`config.mk`:
```
export PLATFORM = sky130hd
export DESIGN_NAME = alu_issue
export DESIGN_NICKNAME = d
export VERILOG_FILES = /design/src/rtl/alu_issue.sv
export SDC_FILE = /design/constraint.sdc
export NUM_CORES = 1
export LEC_CHECK = 0
export CAP_MARGIN = 20
export CORE_ASPECT_RATIO = 1.5
export CORE_MARGIN = 10
export CORE_UTILIZATION = 48
export CTS_BUF_LIST = sky130_fd_sc_hd__clkbuf_16
export CTS_CLUSTER_DIAMETER = 100
export DETAILED_ROUTE_END_ITERATION = 6
export PLACE_DENSITY_LB_ADDON = 0.05
export SLEW_MARGIN = 20
export SYNTH_ARGS = -nofsm -noshare
export SYNTH_HDL_FRONTEND = slang
export SYNTH_SLANG_ARGS = --single-unit
export TNS_END_PERCENT = 1
```
`constraint.sdc`:
```
create_clock -name clk -period 3.17 [get_ports clk]
set_input_delay 0.634 -clock clk [delete_from_list [all_inputs] [get_ports clk]]
set_output_delay 0.634 -clock clk [all_outputs]
set_load 0.02 [all_outputs]
```
`src/rtl/alu_issue.sv`:
```
// alu_issue: registered decode/issue stage in front of the combinational ALU.
//
// Takes one RV32I instruction per cycle together with its register-file
// operands and PC, decodes it into a 4-bit ALU opcode plus final A/B operands,
// and presents the result through a valid/ready handshake. A main register
// plus a skid register give full throughput under backpressure.
//
// Ports:
//   clk          clock, all state on the rising edge
//   rst_n        synchronous active-low reset
//   flush        synchronous discard of all buffered entries
//   in_valid     upstream offers an instruction
//   in_ready     stage can accept this cycle
//   in_instr     raw RV32I instruction word
//   in_pc        PC of in_instr
//   in_rs1_data  rs1 value
//   in_rs2_data  rs2 value
//   out_valid    decoded entry available
//   out_ready    downstream consumes this cycle
//   out_alu_op   ALU opcode
//   out_a_data   ALU operand A
//   out_b_data   ALU operand B
//   out_rd       destination register field, instr[11:7]
//   out_illegal  unsupported encoding
module alu_issue (
  input  logic        clk,
  input  logic        rst_n,
  input  logic        flush,
  input  logic        in_valid,
  output logic        in_ready,
  input  logic [31:0] in_instr,
  input  logic [31:0] in_pc,
  input  logic [31:0] in_rs1_data,
  input  logic [31:0] in_rs2_data,
  output logic        out_valid,
  input  logic        out_ready,
  output logic [3:0]  out_alu_op,
  output logic [31:0] out_a_data,
  output logic [31:0] out_b_data,
  output logic [4:0]  out_rd,
  output logic        out_illegal
);

  localparam logic [6:0] OpcOp    = 7'b0110011;
  localparam logic [6:0] OpcOpImm = 7'b0010011;
  localparam logic [6:0] OpcLui   = 7'b0110111;
  localparam logic [6:0] OpcAuipc = 7'b0010111;
  localparam logic [6:0] OpcLoad  = 7'b0000011;
  localparam logic [6:0] OpcStore = 7'b0100011;

  localparam logic [3:0] AluAdd  = 4'b0000;
  localparam logic [3:0] AluSll  = 4'b0100;
  localparam logic [3:0] AluSrl  = 4'b0110;
  localparam logic [3:0] AluAnd  = 4'b1001;
  localparam logic [3:0] AluOr   = 4'b1010;
  localparam logic [3:0] AluXor  = 4'b1011;
  localparam logic [3:0] AluSltu = 4'b1100;
  localparam logic [3:0] AluSlt  = 4'b1101;

  typedef struct packed {
    logic [3:0]  op;
    logic [31:0] a;
    logic [31:0] b;
    logic [4:0]  rd;
    logic        ill;
  } entry_t;

  // funct3 to ALU opcode for the register/immediate forms. sub and sra are
  // obtained by setting bit 0 of add and srl respectively.
  function automatic logic [3:0] base_op(input logic [2:0] f3);
    logic [3:0] op;
    case (f3)
      3'b000:  op = AluAdd;
      3'b001:  op = AluSll;
      3'b010:  op = AluSlt;
      3'b011:  op = AluSltu;
      3'b100:  op = AluXor;
      3'b101:  op = AluSrl;
      3'b110:  op = AluOr;
      default: op = AluAnd;
    endcase
    return op;
  endfunction

  logic [6:0]  opcode;
  logic [2:0]  funct3;
  logic [6:0]  funct7;
  logic [31:0] imm_i;
  logic [31:0] imm_s;
  logic [31:0] imm_u;
  logic [31:0] shamt;
  logic        alt;
  logic        is_shift;
  logic        legal;
  entry_t      dec;

  assign opcode   = in_instr[6:0];
  assign funct3   = in_instr[14:12];
  assign funct7   = in_instr[31:25];
  assign imm_i    = {{20{in_instr[31]}}, in_instr[31:20]};
  assign imm_s    = {{20{in_instr[31]}}, in_instr[31:25], in_instr[11:7]};
  assign imm_u    = {in_instr[31:12], 12'h000};
  assign shamt    = {27'b0, in_instr[24:20]};
  assign alt      = (funct7 == 7'h20);
  assign is_shift = (funct3 == 3'b001) || (funct3 == 3'b101);

  // Decode of the incoming instruction.
  always_comb begin
    dec    = '0;
    legal  = 1'b1;
    dec.rd = in_instr[11:7];
    case (opcode)
      OpcOp: begin
        dec.a  = in_rs1_data;
        dec.b  = in_rs2_data;
        // funct7 0x20 is only meaningful for add->sub and srl->sra.
        legal  = (funct7 == 7'h00) || (alt && ((funct3 == 3'b000) || (funct3 == 3'b101)));
        dec.op = base_op(funct3) | {3'b000, alt};
      end
      OpcOpImm: begin
        dec.a  = in_rs1_data;
        dec.b  = is_shift ? shamt : imm_i;
        // Non-shift forms carry immediate bits in funct7, so only shifts check it.
        legal  = !is_shift || (funct7 == 7'h00) || (alt && (funct3 == 3'b101));
        dec.op = base_op(funct3) | {3'b000, is_shift & alt};
      end
      OpcLui: begin
        dec.op = AluAdd;
        dec.b  = imm_u;
      end
      OpcAuipc: begin
        dec.op = AluAdd;
        dec.a  = in_pc;
        dec.b  = imm_u;
      end
      OpcLoad: begin
        dec.op = AluAdd;
        dec.a  = in_rs1_data;
        dec.b  = imm_i;
      end
      OpcStore: begin
        dec.op = AluAdd;
        dec.a  = in_rs1_data;
        dec.b  = imm_s;
      end
      default: legal = 1'b0;
    endcase
    // Illegal entries still flow in order, with neutral operands.
    if (!legal) begin
      dec.op = AluAdd;
      dec.a  = '0;
      dec.b  = '0;
    end
    dec.ill = !legal;
  end

  // Two-entry buffer: main drives the outputs, skid catches the one extra
  // entry accepted in the cycle the downstream stalls.
  entry_t main_q, main_d;
  entry_t skid_q, skid_d;
  logic   main_valid_q, main_valid_d;
  logic   skid_valid_q, skid_valid_d;
  logic   in_ready_q, in_ready_d;
  logic   push;
  logic   pop;

  assign in_ready = in_ready_q & rst_n;
  assign push     = in_valid & in_ready & ~flush;
  assign pop      = main_valid_q & out_ready;

  always_comb begin
    main_d       = main_q;
    skid_d       = skid_q;
    main_valid_d = main_valid_q;
    skid_valid_d = skid_valid_q;
    if (flush) begin
      main_valid_d = 1'b0;
      skid_valid_d = 1'b0;
    end else if (pop) begin
      if (skid_valid_q) begin
        // in_ready is low whenever skid holds an entry, so no push here.
        main_d       = skid_q;
        skid_valid_d = 1'b0;
      end else if (push) begin
        main_d = dec;
      end else begin
        main_valid_d = 1'b0;
      end
    end else if (push) begin
      if (main_valid_q) begin
        skid_d       = dec;
        skid_valid_d = 1'b1;
      end else begin
        main_d       = dec;
        main_valid_d = 1'b1;
      end
    end
    in_ready_d = ~skid_valid_d;
  end

  always_ff @(posedge clk) begin
    if (!rst_n) begin
      main_q       <= '0;
      skid_q       <= '0;
      main_valid_q <= 1'b0;
      skid_valid_q <= 1'b0;
      in_ready_q   <= 1'b0;
    end else begin
      main_q       <= main_d;
      skid_q       <= skid_d;
      main_valid_q <= main_valid_d;
      skid_valid_q <= skid_valid_d;
      in_ready_q   <= in_ready_d;
    end
  end

  assign out_valid   = main_valid_q;
  assign out_alu_op  = main_q.op;
  assign out_a_data  = main_q.a;
  assign out_b_data  = main_q.b;
  assign out_rd      = main_q.rd;
  assign out_illegal = main_q.ill;

endmodule

```
== Yosys cells after proc, flatten, opt, wreduce, memory -nomap -nowiden ==
Cells that the tools add are included.

* Register bits after elaboration: 151
* Latch bits: 0
* Bits in writable memories: 0
* ROM bits: 0
* Input bits: 133
* Output and inout bits: 76
* Memories: 0

* $add $sub $neg: 0
* Multipliers: 0
* Divide/modulo/power cells: 0
* Order comparisons: 0
* Equality and inequality tests: 16
* Shifts and indexed selects: 0
* Mux-type cells: 22
* Bitwise logic cells: 11
* Reduce and logical (&&, ||, !) cells: 20

{| class="wikitable"
|+ Operators with widths
! operator !! number
|-
| $mux W74 || 5
|-
| $pmux W32 S5 || 1
|-
| $mux W68 || 1
|-
| $pmux W32 S2 || 1
|-
| $mux W32 || 1
|-
| $eq A7 B6 Y1 const B || 4
|-
| $pmux W4 S7 || 1
|-
| $eq A7 B5 Y1 const B || 2
|-
| $eq A3 B3 Y1 const B || 3
|-
| $mux W1 || 8
|-
| $mux W4 || 2
|-
| $or A4 B1 Y4 || 2
|-
| $pmux W4 S2 || 1
|-
| $reduce_and A4 Y1 || 2
|-
| $reduce_or A4 Y1 || 2
|-
| $eq A7 B2 Y1 const B || 1
|-
| $logic_not A7 Y1 || 1
|-
| $eq A3 B2 Y1 const B || 2
|-
| $and A1 B1 Y1 || 5
|-
| $logic_or A1 B1 Y1 || 5
|-
| $ne A2 B2 Y1 const B || 2
|-
| $not A1 Y1 || 4
|-
| $reduce_bool A2 Y1 || 2
|-
| $reduce_or A2 Y1 || 2
|-
| 7 further kinds || 9
|}

== Logic depth before layout (Yosys ltp) ==
Gate-level depths: netlist of run 1.

* Depth in word-level cells: 10
* Mapped depth: 8
* Depth with buffers taken out: 5

== Worst setup path after synthesis of run 1 ==
Ideal clock, no wire load.

* Path kind: in2reg
* Start point: in in_instr[12]
* End point: reg main_q, in the netlist out_a_data[10]
* Data arrival time: 2.653 ns
* Path slack: 0.448 ns
* Stages: 8
* Path buffers: 3
* Path through: buf_2 or4b_1 a311o_1 a2bb2oi_1 or4_4 buf_6 buf_6 o2bb2ai_2

* Cells in the longest elaborated chain, start to end: 10
* Elaborated cells on any way between the ends: 18

{| class="wikitable"
|+ Ends and longest elaborated chain
! item !! line !! RTL
|-
| start, declared || 31 || <nowiki>input logic [31:0] in_instr,</nowiki>
|-
| $eq A3 B1 Y1 or $eq A3 B3 Y1 (tied branches) || 105, 117, 124 ||
|-
| $logic_or A1 B1 Y1 || 105 || <nowiki>assign is_shift = (funct3 == 3'b001) || (funct3 == 3'b101);</nowiki>
|-
| $logic_not A1 Y1 || 124 || <nowiki>legal = !is_shift || (funct7 == 7'h00) || (alt && (funct3 == 3'b101));</nowiki>
|-
| $logic_or A1 B1 Y1 (2 in a row) || 124 ||
|-
| $pmux W1 S3 * || 112 || <nowiki>case (opcode)</nowiki>
|-
| $mux W68 * || 149 || <nowiki>if (!legal) begin</nowiki>
|-
| $mux W74 (on tied branches) || 190, 184 ||
|-
| $mux W74 (on tied branches) || 189, 180 ||
|-
| $mux W74 * || 179 || <nowiki>end else if (pop) begin</nowiki>
|-
| end signal, assigned || 209 || <nowiki>main_q <= main_d;</nowiki>
|-
| end, declared || 159 || <nowiki>entry_t main_q, main_d;</nowiki>
|}

Every way passes the cells marked *; elsewhere a longest branch is shown, timed or not. The select of a mux whose other input is x is not followed.
A chain may end at the register's enable or synchronous reset.

== Worst setup path in the final report of run 1 ==
* Start point: in in_instr[13]
* End point: reg main_q, in the netlist out_b_data[29]

* Cells in the longest elaborated chain, start to end: 10
* Elaborated cells on any way between the ends: 20

{| class="wikitable"
|+ Ends and longest elaborated chain
! item !! line
|-
| $eq A3 B1 Y1 or $eq A3 B3 Y1 (tied branches) || 105, 117, 124
|-
| $logic_or A1 B1 Y1 || 105
|-
| $logic_not A1 Y1 || 124
|-
| $logic_or A1 B1 Y1 (2 in a row) || 124
|-
| $pmux W1 S3 || 112
|-
| $mux W68 * || 149
|-
| $mux W74 (on tied branches) || 190, 184
|-
| $mux W74 (on tied branches) || 189, 180
|-
| $mux W74 * || 179
|}

Marks and branches as above.

==> results of run 1 <==
[per-stage QoR]
| step | power [mW] | hold slack [ps] | cells |
|---|---|---|---|
| global placement | 2.38 | 427 | 1252 |
| floorplan | 2.11 | 416 | 881 |
| global route | 4.41 | 476 | 1284 |
| finish | 4.28 | 444 | 1284 |
| CTS | 4.30 | 442 | 1284 |
| detailed placement | 2.38 | 435 | 1252 |
[area by class of cell]
class                   count  area (µm²)  share of cell area [%]
clock inverters            15         138                    1.36
inverters                   5        18.8                   0.186
multi-input cells         648        3710                    36.7
repair buffers            252        2530                    25.1
well taps                 196         245                    2.43
clock buffers              17         425                    4.22
flip-flops and latches    151        3020                    30.0
[path summary, 6_finish.rpt]
kind	startpoint	to	slack, ps	depth (start not counted)
hold reg to reg	skid_q[20]	skid_q[20]	440	2
setup reg to reg	out_valid	skid_q[33]	1130	6
setup / recovery	in_instr[13]	out_b_data[29]	430	7
hold / removal	skid_q[20]	skid_q[20]	440	2
[cell families after synthesis]
group           after synthesis  share of synthesized area (%)
compound gates              274                           28.1
xor+xnor                      1                          0.124
simple gates                368                           23.1
mux                           5                          0.710
flops                       151                           42.9
buf+inv                      82                           5.15
[power breakdown]
part,switching [mW],total [mW],leakage (nW),internal (mW)
Clock,0.893,1.93,0.278,1.04
Sequential,0.00602,1.91,1.22,1.91
Combinational,0.202,0.432,2.24,0.230
[flip-flops by register name (all words and copies together) (netlist names), 4 cells and up]
signal	flops
out_a_data	32
out_alu_op	4
out_b_data	32
out_rd	5
skid_q	74
[placed cells by master, fill, tap and decap left out, drive strengths merged, types with 16 or more instances in the layout]
cell type / n
buf: 45
or3: 16
clkbuf: 17
nand2: 228
nand3: 67
o2bb2ai: 56
o21ai: 69
a22oi: 38
a21oi: 62
clkdlybuf4s50: 207
nor2: 17
dfxtp: 151
[worst min-delay path, delay by kind of cell, from the launching register on]
| kind | cells | cell delay [ps] |
|---|---|---|
| flops | 1 | 310 |
| simple gates | 2 | 90 |
[routing by layer]
layer,vias up,global-route usage [%],routed length (µm)
li1,3529,-,-
met1,3380,26.3,9700
met2,254,40.4,12100
met3,23,6.19,1630
met4,0,5.86,268
met5,-,0,0
==> flow_metrics.py, run 1 <==
metrics = {
    "drt": {
        "ant_nets": 0,
        "drc_errors": 0,
        "routed_wl_um": 23700,
        "wire_per_inst_um": 18.4,
        "drt_first_pass_iters": 5,
        "drtIter0Drc": 486,
        "avgViaCountPerCell": 5.60,
        "vias": 7186,
    },
    "cells_and_area": {
        "n_fill_cell": 1212,
        "fin_nets": 1208,
        "fin_util_pct": 69.8,
        "layout-drive-gt1-share_pct": 9.93,
        "postLayoutCellArea_mm2": 0.0101,
        "antenna-diode-count": 0,
        "area_delta_synth_final_pct": 43.1,
    },
    "floorplanning": {
        "fp.dieH_um": 168,
        "rows": 54,
        "io_pins": 209,
        "start_util_pct": 48.8,
        "fp.dieW_um": 119,
        "core_mm2": 0.0145,
        "dieArea_mm2": 0.0200,
    },
    "place": {
        "place_ws_ps": 19.1,
        "place.gp.congestion": 0.916,
        "portBuffers": 208,
        "place_area_mm2": 0.00953,
        "dpl.hpwl_um": 16700,
    },
    "logic_synthesis": {
        "yosys-top-cells-area": "dfxtp_1 (43%), nand2_1 (12%), o2bb2ai_2 (4.9%)",
        "postSynthAreaPerCell_um2": 8.00,
        "yosysMostFrequentCell": "nand2_1",
        "synth.top_cell.area_share_pct": 42.9,
        "ys_ff_latch": 151,
        "synthFlopType": "dfxtp_1",
        "yosys.area.top_type": "dfxtp_1",
        "synth_edf_count": 0,
        "synthTopCellsByCount": "nand2_1 (228), dfxtp_1 (151), o21ai_0 (68)",
        "yosysWarnings": 0,
        "seq_area_frac_synth_pct": 42.9,
        "syn-cell-area_mm2": 0.00705,
        "netlist_instances": 881,
        "yosys.cell_types.count": 48,
        "synth_fp_nets": 1014,
        "synth-async-reset-ratio_pct": 0,
    },
    "timing": {
        "finalSetupTns_ps": 0,
        "slew-limit-headroom_pct": 57.4,
        "min_period_ps": 2740,
        "fmax_mhz": 365,
        "fin_worst_skew_ps": 13.5,
        "worst_slew_pin_slew_ps": 640,
        "rsz0062_at_grt": "false",
        "fin_crit_sh_pct": 86.5,
        "fin_ws_ps": 427,
        "setup_viol": 0,
        "hold_viol": 0,
        "finalMaxSlewViolations": 0,
    },
    "setup_path": {
        "crit_slowest_cell": "or4_4",
        "crit_chain": "clkdlybuf4s50_1 -> or4b_1 -> a311o_1 -> a2bb2oi_1 -> or4_4 -> buf_12 -> o2bb2ai_1",
        "cp.required_ps": 3510,
        "crit_arrival_ps": 3080,
        "critical_path_class": "in -> reg",
        "cp-start-kind": "primary input",
        "crit_path_end_kind": "flop",
        "crit_family": "simple AND/OR/NAND/NOR gates",
        "crit_fanout": 20,
        "cp_num_buf_inv": 2,
        "max_stage_delay_ps": 590,
    },
    "clock_tree": {
        "clockRootBuffer": "clkbuf_16",
        "clockBufferDepth": 2,
        "cts_resized": 0,
        "clk_latency_ps": 420,
        "h-tree-depth": 4,
        "post_cts_buffers": 0,
        "clock-sinks": 151,
        "cts_made_buffers": 17,
        "cts_tree": "done",
        "postCtsHoldBufs": 0,
        "clkSlewWorstSetupHoldPaths_ps": 60,
    },
    "flow_run": {
        "maxCapViolCount": 0,
    },
    "worst_hold_path": {
        "min_path_type": "reg -> reg",
    },
    "global_routing": {
        "grt_max_degree": 74,
        "grt_pass1_vias": 7061,
        "grt-ovfl-total": 0,
        "grt_pass1_wl_um": 37500,
        "grt_use_total_pct": 22.7,
        "antenna_found_initial": 0,
    },
    "pwr": {
        "ir_drop_mv": 0.261,
        "total_leakage_power_nw": 3.74,
        "powerDensity_mw_per_mm2": 424,
    },
    "outcome": {
        "outcome": "finished clean",
    },
}
No activity file was read; power rests on OpenSTA's default activity.
==> run 2, diff against run 1 <==
--- a/config.mk
+++ b/config.mk
@@ -13,6 +13,7 @@
 export CTS_CLUSTER_DIAMETER = 100
 export DETAILED_ROUTE_END_ITERATION = 6
 export PLACE_DENSITY_LB_ADDON = 0.05
+export SKIP_CTS_REPAIR_TIMING = 1
 export SLEW_MARGIN = 20
 export SYNTH_ARGS = -nofsm -noshare
 export SYNTH_HDL_FRONTEND = slang
==> results of run 2 <==
The final DEF is identical to that of run 1; final timing and power are the same.
==> run 3, diff against run 2 <==
--- a/config.mk
+++ b/config.mk
@@ -14,7 +14,6 @@
 export DETAILED_ROUTE_END_ITERATION = 6
 export PLACE_DENSITY_LB_ADDON = 0.05
 export SKIP_CTS_REPAIR_TIMING = 1
-export SLEW_MARGIN = 20
 export SYNTH_ARGS = -nofsm -noshare
 export SYNTH_HDL_FRONTEND = slang
 export SYNTH_SLANG_ARGS = --single-unit
==> results of run 3 <==
The final DEF is identical to that of run 1; final timing and power are the same.
==> patch, RTL diff (config.mk and constraints of run 3) <==
Make the reset (`rst_n`) asynchronous in one clocked block. Comments in the files are not updated.
--- a/src/rtl/alu_issue.sv
+++ b/src/rtl/alu_issue.sv
@@ -198,7 +198,7 @@
     in_ready_d = ~skid_valid_d;
   end
 
-  always_ff @(posedge clk) begin
+  always_ff @(posedge clk or negedge rst_n) begin
     if (!rst_n) begin
       main_q       <= '0;
       skid_q       <= '0;
Check against the original RTL: differs if rst_n is asserted again (counterexample within 4 cycles, from zero or initial values and one cycle with rst_n low); with rst_n held inactive, the same outputs for 4 cycles.
==> patch against run 3 <==
Routed wire length down 7.2%; worst hold slack worse by 0.13 ns; sequential cell count did not move; non-clock buffer count is 12 lower; worst setup slack got worse by 0.094 ns; total power up 2.9%; final area fell by 1.2%; die area decreased by 0.47%; area after synthesis decreased by 0.55%; largest cell class is now flip-flops and latches.
==> patch: results (changes against run 3) <==
* Reg2reg start: out_valid$_DFFE_PN0P_
* R2R Setup Slk at 1.19 ns (+0.06 ns)
* Gr usage total at 0.218 (-0.00963)
* Setup TNS at 0 ns (unchanged)
* R2R Path End: out_b_data[24]$_DFFE_PN0P_
* Cell count after synthesis at 708 (-20%)
* Critical path endpoint: skid_q[23]$_DFFE_PN0P_
* Largest net degree at the start of global routing at 152 (+110%)
* Final-layout clock-cell area share at 0.0573 (+0.00154)
* CP max FO at 35 (+75%)
* Seq/Total Area, Yosys at 0.539 (+0.110)
* DR iter-0 viols at 515 (+6.0%)
* GPL Wtd Cong at 0.921 (+0.51%)
* Pwr per Cell Area at 441 mW/mm^2 (+4.1%)
* Number of global-route vias before repair at 6642 (-5.9%)
* Xor/xnor share of the synthesized area at 0.00125 (+0.00000687)
* Fin Clk Skew at 0.00658 ns (-0.00688 ns)
* Nonclk buf count at 240 (-4.8%)
* Met3 routed WL at 1580 microns (-3.1%)
* Synth Flop Type: dfrtp_1
* Largest cells by area after synthesis: dfrtp_1, a22oi_1, o31ai_1, nand2_1, o21ai_0
* Fraction of layout cells with a size suffix above 1 at 0.0899 (-0.00935)
* Syn Nets at 841 (-17%)
* Layout Nets at 1032 (-15%)
* Relative slew slack at 0.409 (-0.164)
* Met2 Routed Length at 10600 microns (-12%)
* Global-route wire length before repair at 35300 microns (-5.8%)
* Synth Area in Compound Gates at 0.288 (+0.00690)
* CP startpoint: in_instr[26]
* Met1 GRT Util at 0.259 (-0.00327)
* Critical path arrival at 3.15 ns (+0.07 ns)
* Flop pwr share at 0.450 (+0.003)
* Wire per inst at 19.8 microns (+7.5%)
* Status: finished clean
* Routed length on met1 at 9110 microns (-6.1%)
* Mux share of post-synthesis cell area at 0.0239 (+0.0168)
* Inverters excl. clock at 6 (+1)
* Leakage power figure at 3.99 nW (+6.9%)
* Fillers at 1198 (-1.2%)
* Fin cells at 1108 (-14%)
* GR met3 Demand/Resource at 0.0703 (+0.00837)
* Netlist cell types at 39 (-19%)
* Comb_multi_in at 483 (-25%)
* Vias per inst at 5.66 (+1.2%)
* Worst path max stage delay at 0.56 ns (-0.03 ns)
* Clock power share at 0.445 (-0.007)
* M2 GR Usage at 0.359 (-0.0449)
* Hold WC Path Type: in2async
* Worst vdd ir at 0.345 mV (+32%)
* Most frequent cells after synthesis: dfrtp_1, nand2_1, a22oi_1
* CP max stage cell: nor4b_2
[patch: cell count changes after synthesis, moves of 9 or more]
| cell | change |
|---|---|
| o2bb2ai_2 | -23 |
| a22oi_1 | +60 |
| nand2_1 | -114 |
| or3_1 | -14 |
| o2bb2ai_1 | -33 |
| dfrtp_1 | +151 |
| o211ai_1 | -9 |
| a21oi_1 | -11 |
| nand3_1 | -64 |
| o31ai_1 | +65 |
| dfxtp_1 | -151 |
[patch: metrics by stage]
stage / power [W] / utilization / setup WS (ns) / hold WS (ns) / cell area, sq um
2_1_floorplan: 0.00216 / - / 0.880 / 0.338 / 7010
3_3_place_gp: 0.00247 / 0.650 / 0.104 / 0.460 / 9400
3_5_place_dp: 0.00248 / 0.650 / -0.0863 / 0.466 / 9400
4_1_cts: 0.00443 / 0.690 / 0.363 / 0.399 / 9970
5_1_grt: 0.00456 / 0.690 / 0.181 / 0.405 / 9970
6_report: 0.00440 / 0.690 / 0.333 / 0.316 / 9970
